==> src/rtl/ttl_tester_pkg.sv <==
// Shared encodings, pin maps and per-chip helper functions for the 74xx gate-chip tester.
package ttl_tester_pkg;

  localparam int unsigned PIN_W  = 14;
  localparam int unsigned GATE_W = 6;

  typedef enum logic [1:0] {
    CHIP_7404 = 2'b00,
    CHIP_7408 = 2'b01,
    CHIP_7432 = 2'b10,
    CHIP_RSVD = 2'b11
  } chip_e;

  // Sequencer states, kept as a plain encoded set for legacy tooling.
  typedef logic [2:0] state_t;
  localparam state_t ST_IDLE  = 3'd0;
  localparam state_t ST_APPLY = 3'd1;
  localparam state_t ST_WAIT  = 3'd2;
  localparam state_t ST_CHECK = 3'd3;
  localparam state_t ST_DONE  = 3'd4;

  localparam logic [2:0] NVEC_HEX  = 3'd2;
  localparam logic [2:0] NVEC_QUAD = 3'd4;

  localparam logic [PIN_W-1:0] IDLE_DRIVE = 14'h2000;

  // Zero-based bit positions in pin_drive / pin_sense (pin number minus one).
  localparam logic [3:0] PIN_GND = 4'd6;
  localparam logic [3:0] PIN_VCC = 4'd13;
  localparam logic [3:0] HEX_A  [6] = '{4'd0, 4'd2, 4'd4, 4'd8, 4'd10, 4'd12};
  localparam logic [3:0] HEX_Y  [6] = '{4'd1, 4'd3, 4'd5, 4'd7, 4'd9,  4'd11};
  localparam logic [3:0] QUAD_A [4] = '{4'd0, 4'd3, 4'd8, 4'd11};
  localparam logic [3:0] QUAD_B [4] = '{4'd1, 4'd4, 4'd9, 4'd12};
  localparam logic [3:0] QUAD_Y [4] = '{4'd2, 4'd5, 4'd7, 4'd10};

  function automatic logic [2:0] vec_count(input chip_e chip);
    return (chip == CHIP_7404) ? NVEC_HEX : NVEC_QUAD;
  endfunction

  function automatic logic [GATE_W-1:0] gate_mask(input chip_e chip);
    case (chip)
      CHIP_7404:            return 6'h3F;
      CHIP_7408, CHIP_7432: return 6'h0F;
      default:              return 6'h00;
    endcase
  endfunction

  // Rotated vector (v+g) mod N; only the low two bits of g matter for N = 2 or 4.
  function automatic logic gate_a(input chip_e chip, input logic [1:0] v, input logic [1:0] g);
    logic [1:0] s;
    s = v + g;
    return (chip == CHIP_7404) ? s[0] : s[1];
  endfunction

  function automatic logic gate_b(input logic [1:0] v, input logic [1:0] g);
    logic [1:0] s;
    s = v + g;
    return s[0];
  endfunction

  function automatic logic gate_expect(input chip_e chip, input logic a, input logic b);
    case (chip)
      CHIP_7404: return ~a;
      CHIP_7408: return a & b;
      CHIP_7432: return a | b;
      default:   return 1'b0;
    endcase
  endfunction

endpackage

==> src/rtl/ttl_chip_tester_if.sv <==
// Host and socket signals of the gate-chip tester.
interface ttl_chip_tester_if;
  import ttl_tester_pkg::*;

  logic                start;
  logic [1:0]          chip_sel;
  logic [PIN_W-1:0]    pin_drive;
  logic [PIN_W-1:0]    pin_sense;
  logic                busy;
  logic                done;
  logic                pass;
  logic [GATE_W-1:0]   fail_mask;
  logic [1:0]          pattern;

  modport master (
    output start, chip_sel, pin_sense,
    input  pin_drive, busy, done, pass, fail_mask, pattern
  );

  modport slave (
    input  start, chip_sel, pin_sense,
    output pin_drive, busy, done, pass, fail_mask, pattern
  );
endinterface

==> src/rtl/ttl_pin_map.sv <==
// Combinational gate <-> pin translation for the 7404 and 7408/7432 pinouts.
module ttl_pin_map
  import ttl_tester_pkg::*;
(
  input  chip_e             chip,
  input  logic [5:0]        a,
  input  logic [3:0]        b,
  input  logic [PIN_W-1:0]  pin_sense,
  output logic [PIN_W-1:0]  drive,
  output logic [GATE_W-1:0] sensed
);

  // Supply and input-only pins are never sensed.
  logic unused_sense;
  assign unused_sense = ^{pin_sense[0], pin_sense[4], pin_sense[6],
                          pin_sense[8], pin_sense[12], pin_sense[13]};

  always_comb begin
    drive          = '0;
    drive[PIN_VCC] = 1'b1;
    drive[PIN_GND] = 1'b0;
    sensed         = '0;
    case (chip)
      CHIP_7404: begin
        drive[HEX_A[0]] = a[0];
        drive[HEX_A[1]] = a[1];
        drive[HEX_A[2]] = a[2];
        drive[HEX_A[3]] = a[3];
        drive[HEX_A[4]] = a[4];
        drive[HEX_A[5]] = a[5];
        sensed = {pin_sense[HEX_Y[5]], pin_sense[HEX_Y[4]], pin_sense[HEX_Y[3]],
                  pin_sense[HEX_Y[2]], pin_sense[HEX_Y[1]], pin_sense[HEX_Y[0]]};
      end
      CHIP_7408, CHIP_7432: begin
        drive[QUAD_A[0]] = a[0];
        drive[QUAD_B[0]] = b[0];
        drive[QUAD_A[1]] = a[1];
        drive[QUAD_B[1]] = b[1];
        drive[QUAD_A[2]] = a[2];
        drive[QUAD_B[2]] = b[2];
        drive[QUAD_A[3]] = a[3];
        drive[QUAD_B[3]] = b[3];
        sensed = {2'b00, pin_sense[QUAD_Y[3]], pin_sense[QUAD_Y[2]],
                  pin_sense[QUAD_Y[1]], pin_sense[QUAD_Y[0]]};
      end
      default: ;
    endcase
  end

endmodule

==> src/rtl/ttl_chip_tester.sv <==
// Pin-level sequencer testing a 7404/7408/7432 against its truth table.
// Define TTL_TESTER_STOP_ON_FAIL_EN to end a run at the first failing CHECK.
module ttl_chip_tester
  import ttl_tester_pkg::*;
#(
  parameter int unsigned SETTLE = 2
) (
  input  logic               clock,
  input  logic               resetn,
  ttl_chip_tester_if.slave   bus
);

  state_t              state, state_d;
  logic [3:0]          cnt, cnt_d;
  chip_e               chip_q, chip_d;
  logic [PIN_W-1:0]    drive_q, drive_d;
  logic                busy_q, busy_d, done_q, done_d, pass_q, pass_d;
  logic [GATE_W-1:0]   fail_q, fail_d;
  logic [1:0]          pat_q, pat_d;

  chip_e               sel_c, map_chip;
  logic [1:0]          nv;
  logic [5:0]          a_nxt;
  logic [3:0]          b_nxt;
  logic [PIN_W-1:0]    map_drive;
  logic [GATE_W-1:0]   sensed, exp_y, mism;
  logic                last, stop;

  assign sel_c    = chip_e'(bus.chip_sel);
  // The map serves the vector about to be loaded: vector 0 from IDLE, v+1 from CHECK.
  assign map_chip = (state == ST_IDLE) ? sel_c : chip_q;
  assign nv       = (state == ST_CHECK) ? pat_q + 2'd1 : 2'd0;

  for (genvar g = 0; g < 6; g++) begin : g_gate
    assign a_nxt[g] = gate_a(map_chip, nv, 2'(g));
    assign exp_y[g] = gate_expect(chip_q, gate_a(chip_q, pat_q, 2'(g)), gate_b(pat_q, 2'(g)));
  end
  for (genvar g = 0; g < 4; g++) begin : g_quad
    assign b_nxt[g] = gate_b(nv, 2'(g));
  end

  ttl_pin_map u_map (
    .chip      (map_chip),
    .a         (a_nxt),
    .b         (b_nxt),
    .pin_sense (bus.pin_sense),
    .drive     (map_drive),
    .sensed    (sensed)
  );

  assign mism = gate_mask(chip_q) & (sensed ^ exp_y);
  assign last = ({1'b0, pat_q} == vec_count(chip_q) - 3'd1);

`ifdef TTL_TESTER_STOP_ON_FAIL_EN
  assign stop = |mism;
`else
  assign stop = 1'b0;
`endif

  always_ff @(posedge clock) begin
    if (!resetn) begin
      state   <= ST_IDLE;
      cnt     <= '0;
      chip_q  <= CHIP_7404;
      drive_q <= IDLE_DRIVE;
      busy_q  <= 1'b0;
      done_q  <= 1'b0;
      pass_q  <= 1'b0;
      fail_q  <= '0;
      pat_q   <= '0;
    end else begin
      state   <= state_d;
      cnt     <= cnt_d;
      chip_q  <= chip_d;
      drive_q <= drive_d;
      busy_q  <= busy_d;
      done_q  <= done_d;
      pass_q  <= pass_d;
      fail_q  <= fail_d;
      pat_q   <= pat_d;
    end
  end

  always_comb begin
    state_d = state;
    cnt_d   = cnt;
    chip_d  = chip_q;
    drive_d = drive_q;
    pass_d  = pass_q;
    fail_d  = fail_q;
    pat_d   = pat_q;
    case (state)
      ST_IDLE: begin
        if (bus.start) begin
          pass_d = 1'b0;
          fail_d = '0;
          pat_d  = '0;
          chip_d = sel_c;
          if (sel_c == CHIP_RSVD) begin
            state_d = ST_DONE;
            fail_d  = 6'h3F;
          end else begin
            state_d = ST_APPLY;
            drive_d = map_drive;
          end
        end
      end
      ST_APPLY: begin
        cnt_d   = '0;
        state_d = (SETTLE > 0) ? ST_WAIT : ST_CHECK;
      end
      ST_WAIT: begin
        if (cnt == 4'(SETTLE - 1)) state_d = ST_CHECK;
        else                       cnt_d   = cnt + 4'd1;
      end
      ST_CHECK: begin
        fail_d = fail_q | mism;
        if (last || stop) begin
          state_d = ST_DONE;
          pass_d  = (fail_d == '0);
          drive_d = IDLE_DRIVE;
        end else begin
          state_d = ST_APPLY;
          pat_d   = pat_q + 2'd1;
          drive_d = map_drive;
        end
      end
      ST_DONE: state_d = ST_IDLE;
      default: state_d = ST_IDLE;
    endcase
    busy_d = (state_d == ST_APPLY) || (state_d == ST_WAIT) || (state_d == ST_CHECK);
    done_d = (state_d == ST_DONE);
  end

  assign bus.pin_drive = drive_q;
  assign bus.busy      = busy_q;
  assign bus.done      = done_q;
  assign bus.pass      = pass_q;
  assign bus.fail_mask = fail_q;
  assign bus.pattern   = pat_q;

endmodule

==> src/flat_wrapper.sv <==
// flat-port wrapper written by rule: the top's interface ports become plain ports
module ttl_chip_tester_flat import ttl_tester_pkg::*;
#(
  parameter int unsigned SETTLE = 2
)
  (clock, resetn, bus_start, bus_chip_sel, bus_pin_sense, bus_pin_drive, bus_busy, bus_done, bus_pass, bus_fail_mask, bus_pattern);
  ttl_chip_tester_if bus_i ();
  input  logic clock;
  input  logic resetn;
  input wire logic [$bits(bus_i.start)-1:0] bus_start;
  input wire logic [$bits(bus_i.chip_sel)-1:0] bus_chip_sel;
  input wire logic [$bits(bus_i.pin_sense)-1:0] bus_pin_sense;
  output wire logic [$bits(bus_i.pin_drive)-1:0] bus_pin_drive;
  output wire logic [$bits(bus_i.busy)-1:0] bus_busy;
  output wire logic [$bits(bus_i.done)-1:0] bus_done;
  output wire logic [$bits(bus_i.pass)-1:0] bus_pass;
  output wire logic [$bits(bus_i.fail_mask)-1:0] bus_fail_mask;
  output wire logic [$bits(bus_i.pattern)-1:0] bus_pattern;
  assign bus_i.start = bus_start;
  assign bus_i.chip_sel = bus_chip_sel;
  assign bus_i.pin_sense = bus_pin_sense;
  assign bus_pin_drive = bus_i.pin_drive;
  assign bus_busy = bus_i.busy;
  assign bus_done = bus_i.done;
  assign bus_pass = bus_i.pass;
  assign bus_fail_mask = bus_i.fail_mask;
  assign bus_pattern = bus_i.pattern;
  ttl_chip_tester #(.SETTLE(SETTLE)) u_core (.clock(clock), .resetn(resetn), .bus(bus_i));
endmodule
==> config.mk <==
export PLATFORM = sky130hd
export DESIGN_NAME = ttl_chip_tester_flat
export DESIGN_NICKNAME = d
export VERILOG_FILES = /design/src/rtl/ttl_tester_pkg.sv /design/src/rtl/ttl_chip_tester_if.sv /design/src/rtl/ttl_pin_map.sv /design/src/rtl/ttl_chip_tester.sv /design/src/flat_wrapper.sv
export SDC_FILE = /design/constraint.sdc
export NUM_CORES = 1
export LEC_CHECK = 0
export CORE_MARGIN = 10
export CORE_UTILIZATION = 46
export CTS_BUF_LIST = sky130_fd_sc_hd__clkbuf_8
export DETAILED_ROUTE_END_ITERATION = 12
export PLACE_DENSITY = 0.77
export RECOVER_POWER = 25
export SETUP_SLACK_MARGIN = 0.2
export SLEW_MARGIN = 0
export SYNTH_ARGS = -nofsm -noshare
export SYNTH_HDL_FRONTEND = slang
export SYNTH_SLANG_ARGS = --single-unit
export TNS_END_PERCENT = 30
==> constraint.sdc <==
create_clock -name clock -period 2.72 [get_ports clock]
set_input_delay 0.68 -clock clock [delete_from_list [all_inputs] [get_ports clock]]
set_output_delay 0.68 -clock clock [all_outputs]
set_load 0.01 [all_outputs]
After elaboration in Yosys (flattened, before gate mapping):

Cells that the tools add are included.

* mux-type cells: 47
* add/subtract/negate cells: 8
* reduce and logical (&&, ||, !) cells: 17
* bitwise gates (word level): 15
* equal/unequal tests: 19

Operators by type and width (number)
* $pmux 6 s2: 3
* $mux 14: 2
* $pmux 14 s2: 1
* $mux 1: 17
* $mux 3: 5
* $mux 13: 1
* $eq 3x2->1 const B: 4
* $mux 6: 2
* $pmux 1 s3: 4
* $pmux 3 s4: 1
* $reduce_and 3->1: 3
* $add 2x2->2 const B: 4
* $mux 2: 4
* $ne 2x2->1 const B: 4
* $pmux 1 s2: 4
* $pmux 4 s2: 1
* $and 6x6->6: 1
* $eq 2x2->1 const B: 3
* $eq 3x1->1 const B: 2
* $logic_not 6->1: 1
* $or 6x6->6: 1
* $reduce_and 2->1: 3
* $xor 6x6->6: 1
* $add 2x1->2 const B: 2
* other kinds (18): 32

* register bits: 34
* word-level logic and storage cells: 115
* output and inout bits: 25

Longest topological paths before layout:

* word-level depth: 11
* gate-level depth with buffers: 12
* depth with buffers taken out: 10

Modules after synthesis:

Synthesis repeated with hierarchy kept, for this count alone.

* cells, all modules: 290
* area total of the unflattened synthesis: 2308.5 µm²

By module, submodules not included
* ttl_chip_tester: area each 2070.7 µm², instances 1, cells an instance 254
* ttl_pin_map: area each 237.7 µm², instances 1, cells an instance 36

Worst setup path after synthesis:

Ideal clock, no wire load.

* path type: flip-flop to flip-flop
* from: register u_core.state[2]
* to: register u_core.pass_q, in the netlist u_core.bus.pass
* library setup time: 67 ps
* cell stages (with the launch flop): 12
* setup slack: -65 ps
* clock period less this slack: 2785 ps
* data required time: 2653 ps
* arrival: 2718 ps
* cells stage by stage: dfxtp_1 > clkbuf_1 > nor3_1 > mux2_2 > ha_1 > clkbuf_1 > a22oi_1 > nor2_1 > xor2_1 > o221ai_1 > or3_1 > o21ai_2

* word-level cells in the longest chain between the ends: 11
* elaborated cells between the ends (all ways): 18
* classes of those cells: 5 x eq/ne; 4 x mux; 3 x bitwise; 6 x reduce/logical

Ends and longest elaborated chain
* from (decl): line ttl_chip_tester.sv:13 `state_t state, state_d;`
* from (signal assigned): line ttl_chip_tester.sv:72 `state <= state_d;`
* $logic_not 3->1: line ttl_chip_tester.sv:31, ttl_chip_tester.sv:92
* $mux 2: line ttl_chip_tester.sv:31 `assign map_chip = (state == ST_IDLE) ? sel_c : chip_q;`
* $eq 2x1->1 or $eq 2x2->1 (tied branches): line ttl_pin_map.sv:23 `case (chip)`
* $reduce_or 2->1: line ttl_pin_map.sv:23
* $pmux 6 s2: line ttl_pin_map.sv:23
* $xor 6x6->6: line ttl_chip_tester.sv:51 `assign mism = gate_mask(chip_q) & (sensed ^ exp_y);`
* $and 6x6->6: line ttl_chip_tester.sv:51
* $or 6x6->6: line ttl_chip_tester.sv:117 `fail_d = fail_q | mism;`
* $logic_not 6->1: line ttl_chip_tester.sv:120 `pass_d = (fail_d == '0);`
* $mux 1: line ttl_chip_tester.sv:118 `if (last || stop) begin`
* $pmux 1 s2: line ttl_chip_tester.sv:92 `case (state)`
* to (signal assigned): line ttl_chip_tester.sv:78 `pass_q <= pass_d;`
* to (decl): line ttl_chip_tester.sv:17 `logic busy_q, busy_d, done_q, done_d, pass_q, pass_d;`

Several ways; a longest one is shown, not always the timed one. The select of a mux whose other input is x is not followed.
A chain may end at the register's enable or synchronous reset.

Worst setup path after layout:

* from: input bus_chip_sel[1]
* to: register u_core.pass_q, in the netlist u_core.bus.pass

* word-level cells in the longest chain between the ends: 10
* elaborated cells between the ends (all ways): 12
* classes of those cells: 2 x eq/ne; 4 x mux; 3 x bitwise; 3 x reduce/logical

Ends and longest elaborated chain
* from (decl): line flat_wrapper.sv:11 `input wire logic [$bits(bus_i.chip_sel)-1:0] bus_chip_sel;`
* $mux 2 (*): line ttl_chip_tester.sv:31
* $eq 2x1->1 or $eq 2x2->1 (tied branches): line ttl_pin_map.sv:23
* $reduce_or 2->1: line ttl_pin_map.sv:23
* $pmux 6 s2 (*): line ttl_pin_map.sv:23
* $xor 6x6->6 (*): line ttl_chip_tester.sv:51
* $and 6x6->6 (*): line ttl_chip_tester.sv:51
* $or 6x6->6 (*): line ttl_chip_tester.sv:117
* $logic_not 6->1 (*): line ttl_chip_tester.sv:120
* $mux 1 (*): line ttl_chip_tester.sv:118
* $pmux 1 s2 (*): line ttl_chip_tester.sv:92

Mark *: on every way between the ends. The rest lies on a longest branch, timed or not. The select of a mux whose other input is x is not followed.

==> impl_metrics.json <==
{
  "yosys.area.top_type": "dfxtp_1",
  "timing.rr.end": "u_core.bus.pass",
  "io_pins": 44,
  "via_count": 1598,
  "synth_edf_count": 0,
  "drt_iter0_markers": 82,
  "synth-main-ff-cell": "dfxtp_1",
  "whs_ps": 467.6,
  "critPathArrivalTime_ps": 2680,
  "layout-drive-gt1-share_pct": 16.03,
  "rsz0062_at_grt": "yes",
  "synth_cells": 221,
  "cts.clk_slew.worst_paths_ps": 60,
  "critPathLaunchType": "primary input",
  "synth_area_mm2": 0.001767,
  "leakage_uw": 0.0008986,
  "r2r-start": "u_core.state[0]",
  "area_delta_synth_final_pct": 33.71,
  "antenna_found_initial": 0,
  "vias_per_cell": 5.155,
  "grt_max_degree": 28,
  "grt_pass1_vias": 1491,
  "ys_ff_latch": 29,
  "hold_path_class": "flip-flop to flip-flop",
  "dp_hpwl_um": 3158,
  "port_buffers": 33,
  "place.gp.congestion": 0.7924,
  "h-tree-depth": 2,
  "die_area_mm2": 0.006719,
  "final.period_utilization_pct": 90.21,
  "irDropWorstVdd_mv": 0.5101,
  "start_util_pct": 47.90,
  "maxSlewViolCount": 0,
  "clock-root-buffer": "clkbuf_8",
  "num_antenna_cells": 0,
  "ant_nets": 0,
  "timing.setup.tns_ps": 0,
  "numClockSinks": 29,
  "synth_top_area_share_pct": 32.86,
  "coreArea_mm2": 0.003689,
  "finalCriticalPeriod_ps": 2454,
  "synth_warnings": 0,
  "fin_area_mm2": 0.002362,
  "cts_made_buffers": 5,
  "synth_most_common_cell": "dfxtp_1",
  "critical_path_required_ps": 2940,
  "hold_depth": 2,
  "max_cap_viol_count": 0,
  "drc_errors": 0,
  "hold-path-endpoint": "u_core.bus.pin_drive[3]",
  "async_reset_ff_share_pct": 0,
  "clockBufferDepth": 2,
  "dr.pass1.iters": 4,
  "die_h_um": 81.97,
  "num_rows": 22,
  "die_w_um": 81.97,
  "r2r_setup_slack_ps": 310,
  "fin_skew_ps": 5.200,
  "slew-limit-headroom_pct": 37.33,
  "wl_per_cell_um": 13.34,
  "yosysUniqueCellTypes": 45,
  "synth.top_cells.by_count": "29 x dfxtp_1, 25 x nand2_1, 17 x nor2_1, 16 x nor2b_1, 11 x clkbuf_1",
  "grt_first_pass_wirelength_um": 6575,
  "wirelength_um": 4134,
  "final-setup-viol-count": 0,
  "overflow": 0,
  "min_from": "u_core.bus.pin_drive[3]",
  "cp_max_fo": 5,
  "syn_avg_cell_area_um2": 7.994,
  "worst_slew_pin_slew_ps": 940.0,
  "status": "completed",
  "fmax_ghz": 0.4075,
  "p_per_area_mw_per_mm2": 562.6,
  "end_kind": "flip-flop",
  "grt_use_total_pct": 12.47,
  "synthTopCellsByArea": "dfxtp_1 33%, nor2b_1 5.7%, nand2_1 5.3%",
  "reg2reg_depth": 10,
  "yosysSeqAreaShare_pct": 32.86,
  "fin_nets": 284,
  "cts_tree": "yes",
  "clk_latency_ps": 280,
  "critical_path_class": "primary input to flip-flop",
  "hold_violations": 0,
  "post_dp_cell_area_mm2": 0.002226
}
worst max path at each step:
stage	slack [ps]	startpoint	cells past startpoint	to
6_report	270	bus_chip_sel[1]	10	u_core.bus.pass
5_1_grt	170	bus_chip_sel[1]	9	u_core.bus.pass
4_1_cts	210	u_core.state[0]	10	u_core.bus.pass
3_5_place_dp	-330	bus_chip_sel[1]	10	u_core.bus.pass
3_3_place_gp	-320	bus_chip_sel[1]	10	u_core.bus.pass
2_1_floorplan	200	u_core.state[2]	11	u_core.bus.pass
worst max-delay path, stage by stage:
cell and delay, ps:
dlygate4sd2_1 280, mux2_4 300, inv_2 70, ha_4 150, nand2_1 60, xnor2_1 130, nor3_1 80, or4_1 460
or3_1 330, o21ai_2 130
sequential cells by signal (all words and copies together), names as in the netlist:
register / count
u_core.bus.pin_drive: 9
u_core.bus.fail_mask: 6
u_core.cnt: 4
u_core.state: 3
u_core.bus.pattern: 2
u_core.chip_q: 2
u_core.bus.busy: 1
u_core.bus.done: 1
u_core.bus.pass: 1
metrics by stage:
step	power [uW]	std cells	utilization, %	setup WS (ps)
after detailed placement	876.5	301	60.35	-332.0
after global routing	1403	310	64.04	173.3
after floorplan	750.6	223	-	200.3
after global placement	872.9	301	60.35	-320.7
after CTS	1339	309	63.74	206.3
final	1329	310	64.04	266.2
power breakdown:
group          internal, uW  switching [uW]
logic                   208             191
clock network           294             160
registers               452            23.2
total                   954             375
final cells by class:
| class | instances | area, um2 |
|---|---|---|
| Inverter | 7 | 26.28 |
| Tap cell | 48 | 60.06 |
| Fill cell | 333 | 1326 |
| Clock buffer | 6 | 82.58 |
| Sequential cell | 29 | 585.6 |
| Timing Repair Buffer | 52 | 466.7 |
| Multi-Input combinational cell | 166 | 1107 |
| Clock inverter | 2 | 33.78 |
cell usage in the layout, fill, tap and decap left out, types with 5 or more instances in the layout:
master	n
a22oi_1	7
buf_4	18
clkbuf_8	6
nand2_1	25
clkdlybuf4s50_1	30
a32oi_1	5
xnor2_1	5
a21oi_1	8
o21ai_0	5
dfxtp_1	27
xor2_1	8
nor2b_1	16
nor2_1	15
a21boi_0	9
inv_1	6
nor3_1	5
layer usage:
layer	routed length, um	global-route usage, %
met5	0	0
met3	293	5.349
met2	1944	20.45
met1	1836	14.10
met4	60	4.592
kinds of logic after synthesis:
kind of cell | synth area share, %
other | 0.4251
DFF | 32.86
muxes | 2.408
buffers and inverters | 7.649
adders and majority gates | 2.833
and+or+nand+nor | 25.43
AOI/OAI and AO/OA | 21.95
xor gates and xnor gates | 6.445
what timing repair did:
item	in CTS	in global routing
setup buffers	0	1
hold endpoints to repair	0	0
resized for setup	5	3
setup endpoints to repair	4	3
pin swaps	1	2
hold buffers	0	0
(Power assumes the default switching activity.)
